File: config.mk
export PLATFORM = sky130hd
export DESIGN_NAME = mesh_local_port_queue
export DESIGN_NICKNAME = d
export VERILOG_FILES = /design/src/rtl/mesh_local_port_queue.sv
export SDC_FILE = /design/constraint.sdc
export NUM_CORES = 1
export LEC_CHECK = 0
export BUFFER_PORTS_ARGS = -buffer_cell sky130_fd_sc_hd__buf_4
export CAP_MARGIN = 20
export CORE_MARGIN = 4
export CORE_UTILIZATION = 55
export CTS_BUF_LIST = sky130_fd_sc_hd__clkbuf_4 sky130_fd_sc_hd__clkbuf_8
export DETAILED_ROUTE_END_ITERATION = 6
export HOLD_SLACK_MARGIN = 0.02
export PLACE_DENSITY_LB_ADDON = 0.25
export SETUP_SLACK_MARGIN = 0.15
export SYNTH_ARGS = -nofsm -noshare
export SYNTH_HDL_FRONTEND = slang
export SYNTH_HIERARCHICAL = 1
export SYNTH_SLANG_ARGS = --single-unit
File: constraint.sdc
create_clock -name clk -period 11 [get_ports clk]
set_input_delay 1.1 -clock clk [delete_from_list [all_inputs] [get_ports clk]]
set_output_delay 1.1 -clock clk [all_outputs]
set_load 0.05 [all_outputs]
File: src/rtl/mesh_local_port_queue.sv
// mesh_local_port_queue: TX/RX FWFT buffering between a bank and its mesh router LOCAL port, with packet counters.
module mesh_lpq_fifo #(
  parameter int DEPTH = 4,
  parameter int W     = 32
) (
  input  logic                     clk,
  input  logic                     rst,
  input  logic                     flush,
  input  logic                     in_valid,
  output logic                     in_ready,
  input  logic [W-1:0]             in_data,
  output logic                     out_valid,
  input  logic                     out_ready,
  output logic [W-1:0]             out_data,
  output logic [$clog2(DEPTH):0]   occ_next
);
  localparam int AW = $clog2(DEPTH);
  logic [W-1:0]  r_mem [DEPTH];
  logic [AW-1:0] r_wr;
  logic [AW-1:0] r_rd;
  logic [AW:0]   r_occ;
  logic          w_push;
  logic          w_pop;
  logic          w_clr;
  assign w_clr     = rst || flush;
  assign in_ready  = (r_occ != (AW+1)'(DEPTH)) && !w_clr;
  assign out_valid = (r_occ != '0) && !rst;
  assign out_data  = r_mem[r_rd];
  assign w_push    = in_valid && in_ready;
  assign w_pop     = out_valid && out_ready;
  assign occ_next  = w_clr ? '0 : r_occ + (AW+1)'(w_push) - (AW+1)'(w_pop);
  always_ff @(posedge clk) begin
    r_occ <= occ_next;
    r_wr  <= w_clr ? '0 : r_wr + AW'(w_push);
    r_rd  <= w_clr ? '0 : r_rd + AW'(w_pop);
  end
  // storage needs no reset: occupancy alone decides what is visible
  always_ff @(posedge clk) begin
    if (w_push) r_mem[r_wr] <= in_data;
  end
endmodule

module mesh_local_port_queue #(
  parameter int TX_DEPTH = 4,
  parameter int RX_DEPTH = 4,
  parameter int CNT_W    = 16,
  parameter int PKT_W    = 32
) (
  input  logic             clk,
  input  logic             rst,
  input  logic             flush,
  input  logic             bank_valid,
  output logic             bank_ready,
  input  logic [PKT_W-1:0] bank_pkt,
  output logic             mesh_valid,
  input  logic             mesh_ready,
  output logic [PKT_W-1:0] mesh_pkt,
  input  logic             dlv_valid,
  output logic             dlv_ready,
  input  logic [PKT_W-1:0] dlv_pkt,
  output logic             rcv_valid,
  input  logic             rcv_ready,
  output logic [PKT_W-1:0] rcv_pkt,
  output logic [CNT_W-1:0] tx_count,
  output logic [CNT_W-1:0] rx_count,
  output logic             idle
);
  logic [$clog2(TX_DEPTH):0] w_tx_next;
  logic [$clog2(RX_DEPTH):0] w_rx_next;
  logic [CNT_W-1:0]          r_tx_cnt;
  logic [CNT_W-1:0]          r_rx_cnt;
  logic                      r_idle;
  mesh_lpq_fifo #(.DEPTH(TX_DEPTH), .W(PKT_W)) u_tx (
    .clk(clk), .rst(rst), .flush(flush),
    .in_valid(bank_valid), .in_ready(bank_ready), .in_data(bank_pkt),
    .out_valid(mesh_valid), .out_ready(mesh_ready), .out_data(mesh_pkt),
    .occ_next(w_tx_next)
  );
  mesh_lpq_fifo #(.DEPTH(RX_DEPTH), .W(PKT_W)) u_rx (
    .clk(clk), .rst(rst), .flush(flush),
    .in_valid(dlv_valid), .in_ready(dlv_ready), .in_data(dlv_pkt),
    .out_valid(rcv_valid), .out_ready(rcv_ready), .out_data(rcv_pkt),
    .occ_next(w_rx_next)
  );
  // counters see handshakes even in a flush cycle; only rst clears them
  always_ff @(posedge clk) begin
    r_tx_cnt <= rst ? '0 : r_tx_cnt + CNT_W'(mesh_valid && mesh_ready);
    r_rx_cnt <= rst ? '0 : r_rx_cnt + CNT_W'(dlv_valid && dlv_ready);
    r_idle   <= (w_tx_next == '0) && (w_rx_next == '0);
  end
  assign tx_count = r_tx_cnt;
  assign rx_count = r_rx_cnt;
  assign idle     = r_idle;
endmodule

==> reports/results.ini <==
[status]
status = complete, no violations

[critical_path]
critPathArrivalTime_ps = 2280
critical_path_class = register to output pin
start_kind = register
path_buf_inv = 2
r2r_cells = 11
path_cells = buf_4 -> mux4_2 -> buf_4
timing.rr.end = idle$_DFF_P_
critPathTopFamily = buffers and inverters
reg2reg_from = u_tx/r_occ[2]$_DFF_P_
slowest_stage = mux4_2
endpoint_kind = output pin
crit_top_cell = buf_4
critPathMaxFanout = 32
critPathMaxStageDelay_ps = 630
cp.required_ps = 9900
r2r_slack_ps = 8090

[power]
vdd_drop_max_mv = 0.129
leakagePower_nw = 4.91
p_per_area_mw_per_mm2 = 161

[layout]
fin_area_mm2 = 0.0141
area_growth_syn_to_layout_pct = 21.8
antenna_cells = 0
drive_gt1_share_pct = 42.6
layout_common_cells = 256 x edfxtp_1, 181 x buf_4, 64 x mux4_2
final_common_cell = edfxtp_1
final_nets = 876

[timing]
whs_ps = 494
fin_crit_sh_pct = 30.7
relSlewSlack_pct = 36.1
maxClockFrequency_mhz = 296
slew_violations = 0
setup-violations-final = 0
fin_tns_setup_ps = 0
hold_violations = 0
rsz0062_at_grt = no
worst_pin_slew_ps = 958
fin_crit_ps = 3380
skew_ps = 10.0

[clock_network]
cts_buffers = 47
holdBufCountCts = 0
clkSlewWorstSetupHoldPaths_ps = 50
cts_tree = yes
clockRootBuffer = clkbuf_8
cts_setup_buffers = 0
clock_sinks = 303
cts-resized-gates = 0
cts_buffer_depth = 3
clock_latency_ps = 540
cts_max_level = 2

[place]
placed_cell_area_mm2 = 0.0132
dp_hpwl_mm = 13.5
gp_congestion = 0.800
numPortBuffers = 171

[grt]
antenna_found_initial = 0
grt_pass1_wl_mm = 34.8
track_usage_pct = 18.7
grt.busiest_layer = met2
grtUsageMet1_pct = 23.6
grt_pass1_vias = 6483
grt_use_met2_pct = 31.4
grt-ovfl-total = 0
gr-usage-met3_pct = 5.85
grt_max_degree = 55

[die]
dieArea_mm2 = 0.0235
die_w_um = 153
start_util_pct = 56.5
die_h_um = 153
core.rowCount = 52
io_pins = 172
fp.coreArea_mm2 = 0.0205

[yosys]
netlist_instances = 583
synth_cell_type_count = 39
ys_seq_area_share_pct = 74.5
ys_ff_latch = 303
yosys_warnings = 6
synth_top_flop_cell = edfxtp_1
synth_area_mm2 = 0.0116
synth_edf_count = 256
async_flop_share_pct = 0
syn_area_per_cell_um2 = 19.9
syn-num-nets = 666

[drt]
via_count = 6141
first_pass_iters = 4
wl_mm = 21.5
drtIter0Drc = 449
vias_per_cell = 5.58
ant_nets = 0
wl_per_cell_um = 19.5
drcViolationCount = 0

[min_path]
worstHoldPathType = register to register
hold_path_end = u_tx/r_rd[0]$_SDFF_PN0_
hold_start = u_tx/r_rd[0]$_SDFF_PN0_
holdPathStages = 2

[flow_run]
drv_cap = 0

Yosys cell counts (3+ instances only):
master    instances  area (um^2)
nor3_1           11         55.1
o31ai_1           8         60.1
mux4_2           64         1440
nor2_1           18         67.6
nand4_2           5         62.6
nand4_1           3         18.8
ha_1             10          125
or4_1             9         67.6
nand2_1           8         30.0
or3_1             8         50.1
dfxtp_1          47          941
nor3b_1           4         30.0
inv_1             8         30.0
buf_2             6         30.0
edfxtp_1        256         7690
clkbuf_1          4         15.0
a21oi_1          14         70.1
nor2b_1          10         62.6
and2_1            8         50.1
nand3_1           9         45.0
and2_2            4         30.0
nor4_1            8         50.1
xnor2_1          10         87.6
mux2_1            8         90.1
xor2_1            6         52.6
buf_6             8         90.1
o21ai_0           6         30.0
report_power, final:
group	switching (mW)	total, mW	internal (mW)
combinational	0.0634	0.102	0.0390
clock	0.408	0.910	0.502
sequential	0.00300	1.26	1.25
sequential cells by signal (all words and copies together) (netlist names):
name        cells
u_rx/r_occ      3
rx_count       16
u_rx/r_wr       2
u_tx/r_occ      3
u_rx/r_rd       2
tx_count       16
u_rx/r_mem    128
u_tx/r_wr       2
u_tx/r_rd       2
idle            1
u_tx/r_mem    128
worst reg2reg max path: cells and delay by family (launching register included):
family                     cells  cell delay, ps
xor gates and xnor gates       3             450
adders and majority gates      2             540
buffers and inverters          1              50
DFF                            1             390
and+or+nand+nor                5            1410
layer usage:
metal / wire (um) / share of wire, % / vias up
met5: 0 / 0 / -
met4: 426 / 2.0 / 0
met3: 1630 / 7.6 / 37
met2: 11000 / 51 / 209
met1: 8410 / 39 / 3105
li1: - / - / 2790
stage by stage:
stage	worst slack (ps)	std cells	util, %	power, mW
floorplan	6680	583	-	1.33
global placement	7320	1014	64.3	1.38
detailed placement	7190	1014	64.3	1.39
CTS	7540	1101	68.9	2.30
global route	7450	1101	68.9	2.36
finish	7620	1101	68.9	2.27
worst max-delay path by stage:
stage          cells after the start               startpoint  slack (ps)                    endpoint
2_1_floorplan                      3                    flush        6680  u_rx/r_mem[1][0]$_DFFE_PP_
3_3_place_gp                      12                      rst        7320                idle$_DFF_P_
3_5_place_dp                      12                      rst        7190                idle$_DFF_P_
4_1_cts                            3  u_tx/r_rd[0]$_SDFF_PN0_        7540                mesh_pkt[25]
5_1_grt                            3  u_rx/r_rd[0]$_SDFF_PN0_        7450                 rcv_pkt[29]
6_report                           3  u_tx/r_rd[0]$_SDFF_PN0_        7620                mesh_pkt[25]
final cells by class:
class	count	area [um^2]
flip-flops and latches	303	8630
inverters	12	45.0
well taps	270	338
clock buffers	61	758
multi-input cells	248	2800
clock inverters	26	176
repair buffers	181	1360
fillers	1400	6380
cell families (layout without fill, tap and decap cells):
logic type	count (synthesis)	count (layout)	share of synthesized area [%]
xor+xnor	16	16	1.21
compound gates	30	30	1.53
flops	303	303	74.5
buf+inv	32	280	1.62
mux	74	74	13.4
simple gates	116	116	6.36
fa+ha+maj	12	12	1.43
No activity file was read; power rests on OpenSTA's default activity.
